File: src/rtl/pump_pkg.sv
// Shared definitions for the pump sensor front-end: fault FSM encoding and safe output code.
// No logic; no latency.
// No flow control; the constants are used directly by the conditioner.
package pump_pkg;

    typedef enum logic [1:0] {
        ST_OK      = 2'd0,
        ST_SUSPECT = 2'd1,
        ST_FAULT   = 2'd2
    } fault_state_t;

    // "Tank full" code: the pump controller stops when it sees both sensors wet.
    localparam logic SAFE_I = 1'b1;
    localparam logic SAFE_S = 1'b1;

endpackage

File: src/rtl/sensor_debounce.sv
// Two-flop synchroniser plus consecutive-cycle debounce for one sensor channel.
// Latency: a clean step appears on level 2+DEBOUNCE_CYCLES edges after it is first sampled.
// No backpressure; level_next exposes the value level takes on the coming edge.
module sensor_debounce #(
    parameter int DEBOUNCE_CYCLES = 4
) (
    input  logic clk,
    input  logic reset,
    input  logic raw,
    output logic level,
    output logic level_next
);

    localparam int CW = $clog2(DEBOUNCE_CYCLES + 1);
    localparam logic [CW-1:0] CNT_LAST = CW'(DEBOUNCE_CYCLES - 1);

    logic          sync1;
    logic          sync2;
    logic [CW-1:0] cnt;
    logic [CW-1:0] cnt_next;

    // A differing synced level must hold for DEBOUNCE_CYCLES edges; any return to the old level restarts the count.
    always_comb begin
        level_next = level;
        cnt_next   = '0;
        if (sync2 != level) begin
            if (cnt == CNT_LAST) begin
                level_next = sync2;
            end else begin
                cnt_next = cnt + CW'(1);
            end
        end
    end

    // Synchroniser stages, debounce counter and accepted level.
    always_ff @(posedge clk or posedge reset) begin
        if (reset) begin
            sync1 <= 1'b0;
            sync2 <= 1'b0;
            cnt   <= '0;
            level <= 1'b0;
        end else begin
            sync1 <= raw;
            sync2 <= sync1;
            cnt   <= cnt_next;
            level <= level_next;
        end
    end

endmodule

File: src/rtl/sensor_conditioner.sv
// Conditions the I/S level sensors: sync + debounce, plausibility check, sticky fault, safe output forcing.
// Latency: 2+DEBOUNCE_CYCLES edges raw-to-output; outputs are registered with no extra stage.
// No backpressure; outputs are levels consumed every cycle by the pump controller.
module sensor_conditioner #(
    parameter int DEBOUNCE_CYCLES = 4,
    parameter int FAULT_CYCLES    = 8
) (
    input  logic clk,
    input  logic reset,
    input  logic I_raw,
    input  logic S_raw,
    input  logic clear_fault,
    output logic I,
    output logic S,
    output logic fault
);

    import pump_pkg::*;

    localparam logic [7:0] FCNT_LAST = 8'(FAULT_CYCLES - 1);

    logic         i_db;
    logic         i_db_next;
    logic         s_db;
    logic         s_db_next;
    logic         implausible;
    fault_state_t state;
    fault_state_t state_next;
    logic [7:0]   fcnt;
    logic [7:0]   fcnt_next;

    sensor_debounce #(.DEBOUNCE_CYCLES(DEBOUNCE_CYCLES)) u_deb_i (
        .clk        (clk),
        .reset      (reset),
        .raw        (I_raw),
        .level      (i_db),
        .level_next (i_db_next)
    );

    sensor_debounce #(.DEBOUNCE_CYCLES(DEBOUNCE_CYCLES)) u_deb_s (
        .clk        (clk),
        .reset      (reset),
        .raw        (S_raw),
        .level      (s_db),
        .level_next (s_db_next)
    );

    // Upper sensor wet while the lower one is dry cannot happen physically.
    assign implausible = s_db & ~i_db;

    // Fault FSM next state, evaluated on the debounced pair as it stands before the edge.
    always_comb begin
        state_next = state;
        fcnt_next  = fcnt;
        case (state)
            ST_OK: begin
                if (implausible) begin
                    if (FAULT_CYCLES == 1) begin
                        state_next = ST_FAULT;
                    end else begin
                        state_next = ST_SUSPECT;
                        fcnt_next  = 8'd1;
                    end
                end
            end
            ST_SUSPECT: begin
                if (!implausible) begin
                    state_next = ST_OK;
                    fcnt_next  = 8'd0;
                end else if (fcnt == FCNT_LAST) begin
                    state_next = ST_FAULT;
                end else begin
                    fcnt_next = fcnt + 8'd1;
                end
            end
            ST_FAULT: begin
                if (clear_fault && !implausible) begin
                    state_next = ST_OK;
                    fcnt_next  = 8'd0;
                end
            end
            default: begin
                state_next = ST_OK;
                fcnt_next  = 8'd0;
            end
        endcase
    end

    // State register and output mux; outputs load from next-state values so they track without extra delay.
    always_ff @(posedge clk or posedge reset) begin
        if (reset) begin
            state <= ST_OK;
            fcnt  <= 8'd0;
            I     <= 1'b0;
            S     <= 1'b0;
            fault <= 1'b0;
        end else begin
            state <= state_next;
            fcnt  <= fcnt_next;
            if (state_next == ST_FAULT) begin
                I <= SAFE_I;
                S <= SAFE_S;
            end else begin
                I <= i_db_next;
                S <= s_db_next;
            end
            fault <= (state_next == ST_FAULT);
        end
    end

endmodule
File: config.mk
export PLATFORM = sky130hd
export DESIGN_NAME = sensor_conditioner
export DESIGN_NICKNAME = d
export VERILOG_FILES = /design/src/rtl/pump_pkg.sv /design/src/rtl/sensor_debounce.sv /design/src/rtl/sensor_conditioner.sv
export SDC_FILE = /design/constraint.sdc
export NUM_CORES = 1
export LEC_CHECK = 0
export BUFFER_PORTS_ARGS = -buffer_cell sky130_fd_sc_hd__buf_2
export CAP_MARGIN = 0
export CORE_MARGIN = 3
export CORE_UTILIZATION = 54
export CTS_CLUSTER_SIZE = 14
export DETAILED_ROUTE_END_ITERATION = 8
export PLACE_DENSITY = 0.73
export SETUP_SLACK_MARGIN = 0.3
export SKIP_CTS_REPAIR_TIMING = 1
export SLEW_MARGIN = 20
export SYNTH_ARGS = -nofsm -noshare
export SYNTH_HDL_FRONTEND = slang
export SYNTH_SLANG_ARGS = --single-unit
File: constraint.sdc
create_clock -name clk -period 2.9 [get_ports clk]
set_input_delay 0.145 -clock clk [delete_from_list [all_inputs] [get_ports clk]]
set_output_delay 0.145 -clock clk [all_outputs]
set_load 0.1 [all_outputs]
==> impl_metrics.env, run 1 <==
export IMPL_fin_nets=117
export IMPL_via_per_inst=5.602
export IMPL_cts_tree="built"
export IMPL_place_gp_congestion=0.8309
export IMPL_r2r_start="fcnt[7]"
export IMPL_final_max_slew_viol_count=0
export IMPL_antenna_found_initial=0
export IMPL_synth_top_area_share_pct=57.01
export IMPL_mappedNetlistArea_mm2=0.001097
export IMPL_cts_root_buffer="clkbuf_4"
export IMPL_drt_pre_antenna_iters=5
export IMPL_ys_seq_elements=25
export IMPL_rsz0062_at_grt="no"
export IMPL_finClkSkew_ns=0.001068
export IMPL_grt_first_pass_wirelength_mm=3.249
export IMPL_synth_async_reset_ratio_pct=100.0
export IMPL_clockBufferDepth=2
export IMPL_yosys_warnings=0
export IMPL_ant_nets=0
export IMPL_worstSetupPathType="reg2reg"
export IMPL_areaGrowthSynthToFinish_pct=9.921
export IMPL_yosys_top_cells_area="dfrtp_1 57%, ha_1 3.4%, nor3b_1 3.4%"
export IMPL_synth_avg_cell_area_um2=11.43
export IMPL_dp_hpwl_mm=1.250
export IMPL_start_util_pct=60.27
export IMPL_startpoint="fcnt[7]"
export IMPL_synthFlopType="dfrtp_1"
export IMPL_slowest_delay_ns=0.56
export IMPL_cp_required_ns=3.13
export IMPL_finalSetupViolCount=0
export IMPL_relSlewSlack_pct=40.52
export IMPL_report_final_hold_viol_count=0
export IMPL_fp_dieW_um=51.08
export IMPL_cap_violations=0
export IMPL_wl_met1_um=816
export IMPL_wl_met3_um=68
export IMPL_fin_setup_tns_ns=0
export IMPL_synth_cells=96
export IMPL_peakVddDrop_mv=0.8056
export IMPL_cp_start_kind="register"
export IMPL_grt_pass1_vias=760
export IMPL_cts_max_level=1
export IMPL_clk_pin_slew_ns=0.12
export IMPL_yosysUniqueCellTypes=31
export IMPL_antenna_cells=0
export IMPL_grt_max_degree=26
export IMPL_grt_use_total_pct=17.10
export IMPL_yosysMostFrequentCell="dfrtp_1"
export IMPL_grt_overflow_total=0
export IMPL_outcome="completed"
export IMPL_die_area_mm2=0.002609
export IMPL_worst_pin_slew_ns=0.8912
export IMPL_ys_top_cells_by_count="25 x dfrtp_1, 7 x a21oi_1, 6 x inv_1, 6 x nand2_1"
export IMPL_yosysSeqAreaShare_pct=57.01
export IMPL_vias=745
export IMPL_rows=15
export IMPL_num_io_pins=8
export IMPL_drc=0
export IMPL_first_iter_violations=13
export IMPL_drive_above_1_share_pct=16.67
export IMPL_fin_crit_sh_pct=58.98
export IMPL_synth_edf_count=0
export IMPL_synth_nets=104
export IMPL_avgRoutedWirePerCell_um=12.99
export IMPL_period_needed_ns=1.710
export IMPL_p_per_area_mw_per_mm2=878.1
export IMPL_critPathMaxFanout=7
export IMPL_routed_wl_mm=1.728
export IMPL_endpoint_kind="register"
export IMPL_coreArea_mm2=0.001821
export IMPL_total_power_mw=1.059
export IMPL_cts_buffers=3
export IMPL_clock_latency_ns=0.31
export IMPL_crit_chain="or4_4 -> nor3_4 -> a22oi_2 -> o211ai_1"
export IMPL_hp_class="in2async"
export IMPL_dieHeight_um=51.08
export IMPL_max_freq_mhz=584.7
export IMPL_cp_slowest_cell="or4_4"
export IMPL_top_layer="met4"
export IMPL_wl_met2_um=799
export IMPL_io_buffers=7
export IMPL_p_leak_nw=0.5322
export IMPL_numClockSinks=25
export IMPL_yosys_area_top_type="dfrtp_1"
export IMPL_cp_arrival_ns=1.94
[state kept, by name, summed over array words and instances, names as in the netlist, 2 cells and up]
name / cells
u_deb_s.cnt: 3
u_deb_i.cnt: 3
state: 2
fcnt: 8
[cell families after synthesis]
logic type,synth area share [%]
simple gates,19.96
flops,57.01
compound gates,11.86
buf+inv,2.394
xor+xnor,2.395
mux,2.965
fa+ha+maj,3.421
[worst max-delay path, delay by kind of cell (launching register included)]
family	cells	cell delay, ns
flops	1	0.43
simple gates	2	0.81
compound gates	2	0.40
[cells in the final DEF (no fill, tap or decap), types with 2 or more instances in the layout]
| cell | n |
|---|---|
| dfrtp_1 | 25 |
| a21oi_1 | 7 |
| buf_2 | 7 |
| nand2_1 | 6 |
| inv_1 | 6 |
| nor2_1 | 5 |
| nor3b_1 | 5 |
| nand3_1 | 4 |
| o211ai_1 | 3 |
| xnor2_1 | 3 |
| or2_2 | 3 |
| ha_1 | 3 |
| clkbuf_4 | 3 |
| or4_1 | 2 |
| nor2b_1 | 2 |
| nor3_1 | 2 |
| a22o_1 | 2 |
| mux2_2 | 2 |
| o21a_1 | 2 |
| dlygate4sd3_1 | 2 |
[report_power, final]
group / leakage [nW] / switching (mW) / internal, mW / total [mW]
registers: 0.322 / 0.0733 / 0.433 / 0.506
logic: 0.195 / 0.258 / 0.151 / 0.409
clock network: 0.0150 / 0.0905 / 0.0537 / 0.144
total: 0.532 / 0.422 / 0.637 / 1.06
[stage by stage]
step / area (um2) / util [%] / hold slack (ns) / worst slack [ns] / std cells
after floorplan: 1097 / - / 0.1723 / 1.352 / 96
after global placement: 1160 / 63.71 / 0.2534 / 1.263 / 127
after detailed placement: 1160 / 63.71 / 0.2548 / 1.199 / 127
after CTS: 1186 / 65.15 / -0.07838 / 1.177 / 131
after global routing: 1206 / 66.25 / 0.07179 / 1.072 / 133
final: 1206 / 66.25 / 0.006496 / 1.190 / 133
[path summary, 6_finish.rpt]
path	endpoint	slack, ns	cells past startpoint
max	fcnt[6]	1.19	4
min	fcnt[3]	0.006	2
max reg2reg	fcnt[6]	1.19	4
min reg2reg	u_deb_s.sync2	0.36	0
max in group asynchronous	u_deb_s.sync1	2.35	2
min in group clk	fault	0.26	3
[final cells by class]
| cell class | instances | area (um2) |
|---|---|---|
| inverter | 6 | 22.52 |
| tap | 25 | 31.28 |
| fill | 156 | 614.3 |
| clock buffer | 4 | 26.28 |
| multi-input combinational | 64 | 445.4 |
| timing repair buffer | 9 | 55.05 |
| sequential | 25 | 625.6 |
[metal layers]
metal / vias up / GRT usage [%]
met4: 0 / 9.417
li1: 369 / -
met3: 5 / 3.499
met2: 14 / 27.68
met5: - / 0
met1: 357 / 21.28
Power figures use the tool's default switching activity.
==> run 2: changes to the inputs <==
--- a/config.mk
+++ b/config.mk
@@ -8,10 +8,10 @@
 export BUFFER_PORTS_ARGS = -buffer_cell sky130_fd_sc_hd__buf_2
 export CAP_MARGIN = 0
 export CORE_MARGIN = 3
-export CORE_UTILIZATION = 54
+export CORE_UTILIZATION = 51
 export CTS_CLUSTER_SIZE = 14
 export DETAILED_ROUTE_END_ITERATION = 8
-export PLACE_DENSITY = 0.73
+export PLACE_DENSITY = 0.72
 export SETUP_SLACK_MARGIN = 0.3
 export SKIP_CTS_REPAIR_TIMING = 1
 export SLEW_MARGIN = 20
==> constraint.sdc (replaced) <==
create_clock -name clk -period 1.45 [get_ports clk]
set_input_delay 0.0725 -clock clk [delete_from_list [all_inputs] [get_ports clk]]
set_output_delay 0.0725 -clock clk [all_outputs]
set_load 0.1 [all_outputs]
==> impl_metrics.env, run 2 (synthesis gave the netlist of run 1 again) <==
export IMPL_drc=0
export IMPL_p_seq_share_pct=39.5
export IMPL_rsz0062_at_grt="yes"
export IMPL_peakVddDrop_mv=1.455
export IMPL_p_switching_uw=967.8
export IMPL_fp_dieW_um=52.39
export IMPL_seqCellArea_um2=625.6
export IMPL_endpoint_kind="register"
export IMPL_worstSetupPathType="reg2reg"
export IMPL_avgRoutedWirePerCell_um=12.66
export IMPL_fin_setup_tns_ns=-1.344
export IMPL_coreArea_mm2=0.002002
export IMPL_cp_arrival_ns=1.87
export IMPL_pre_cts_ws_ns=-0.1683
export IMPL_grt_overflow_total=0
export IMPL_relSlewSlack_pct=72.84
export IMPL_internal_power_mw=1.518
export IMPL_areaGrowthSynthToFinish_pct=31.36
export IMPL_cts_root_buffer="clkbuf_4"
export IMPL_largest_register="fcnt"
export IMPL_cts_tree="built"
export IMPL_critPathMaxFanout=7
export IMPL_pwr_share_clk_pct=13.8
export IMPL_largest_register_ffs=8
export IMPL_vias=818
export IMPL_cp_required_ns=1.70
export IMPL_grt_first_pass_wirelength_mm=3.374
export IMPL_grt_pass1_vias=801
export IMPL_grt_use_total_pct=17.34
export IMPL_first_iter_violations=10
export IMPL_multi_input_area_um2=483.0
export IMPL_final_max_slew_viol_count=0
export IMPL_violations="negative setup slack"
export IMPL_combPwrFrac_pct=46.7
export IMPL_cp_start_kind="register"
export IMPL_finClkSkew_ns=0.006682
export IMPL_antenna_found_initial=0
export IMPL_layout_common_cells="25 x dfrtp_1, 20 x buf_4, 7 x a21oi_1"
export IMPL_num_io_pins=8
export IMPL_clk_pin_slew_ns=0.14
export IMPL_max_freq_mhz=618.7
export IMPL_antenna_cells=0
export IMPL_finalSetupViolCount=13
export IMPL_fin_nets=140
export IMPL_clock_latency_ns=0.33
export IMPL_grt_max_degree=26
export IMPL_period_needed_ns=1.616
export IMPL_cap_violations=0
export IMPL_routed_wl_mm=2.000
export IMPL_io_buffers=7
export IMPL_final_common_cell="dfrtp_1"
export IMPL_drive_above_1_share_pct=35.88
export IMPL_netSwitchingFraction_pct=38.94
export IMPL_nFillCells=148
export IMPL_p_leak_nw=0.6616
export IMPL_clockBufferDepth=2
export IMPL_outcome="finished, violations left"
export IMPL_worst_pin_slew_ns=0.4075
export IMPL_cts_buffers=3
export IMPL_dieHeight_um=52.39
export IMPL_worst_slack_ns=-0.1664
export IMPL_reg_top3="fcnt (8), u_deb_i.cnt (3), u_deb_s.cnt (3)"
export IMPL_design_area_mm2=0.001441
export IMPL_place_gp_congestion=0.8663
export IMPL_placed_cell_area_mm2=0.001305
export IMPL_report_final_hold_viol_count=0
export IMPL_cts_max_level=1
export IMPL_rows=16
export IMPL_ant_nets=0
export IMPL_hp_class="in2reg"
export IMPL_fin_crit_sh_pct=111.5
export IMPL_start_util_pct=54.81
export IMPL_numClockSinks=25
export IMPL_dp_hpwl_mm=1.412
export IMPL_p_per_area_mw_per_mm2=1724
export IMPL_die_area_mm2=0.002744
export IMPL_via_per_inst=5.177
export IMPL_drt_pre_antenna_iters=4
## run 2: cell count changes in the layout (fill, tap and decap cells not counted), sizes merged
cell and delta:
inv +1, dlygate4sd3 +1, clkbuf +2, buf +19
## run 2: routing by layer
layer  share of wire (%)  up-vias  wire, um  GRT usage, %
met5                   0        -         0             0
met4                 2.1        0        41         9.362
met3                 2.4        4        48         3.419
met2                  47       10       934         28.72
met1                  49      391       976         21.04
li1                    -      413         -             -
## run 2: cell type report
type                            instances  area share [%]
Tap cell                               27           2.344
Clock buffer                            3           1.563
Clock inverter                          1          0.6076
Inverter                                6           1.563
Timing Repair Buffer                   32           17.01
Multi-Input combinational cell         64           33.51
Sequential cell                        25           43.40
## run 2: power by group through the flow
stage | Sequential (mW) | Clock [mW] | Combinational, mW
floorplan | 1.20 | 0 | 0.502
global placement | 0.981 | 0 | 1.00
detailed placement | 0.991 | 0 | 1.03
CTS | 0.981 | 0.344 | 1.03
global route | 1.01 | 0.383 | 1.26
finish | 0.981 | 0.344 | 1.16
## run 2: stage by stage
stage	hold WS (ns)	total power, mW	utilization [%]	instances
finish	0.1260	2.485	72.00	158
global route	0.1312	2.652	72.00	158
floorplan	0.09982	1.701	-	96
detailed placement	0.1388	2.020	65.19	148
CTS	-0.2321	2.356	66.75	152
global placement	0.1320	1.982	65.19	148
## run 2: path summary, 6_finish.rpt
check / start / to / slack, ns / depth (start not counted)
max: fcnt[7] / fcnt[4] / -0.17 / 4
min in group asynchronous: reset / u_deb_i.cnt[2] / 0.30 / 4
max reg2reg: fcnt[7] / fcnt[4] / -0.17 / 4
min: clear_fault / fault / 0.13 / 3
max in group asynchronous: reset / fcnt[2] / 0.91 / 4
min reg2reg: u_deb_i.sync1 / u_deb_i.sync2 / 0.37 / 0
## run 2: worst max-delay path, cell delays in order (launching register included)
cell     delay, ns
dfrtp_1       0.41
or4_4         0.55
nor3_4        0.20
a22oi_2       0.17
a31oi_1       0.22
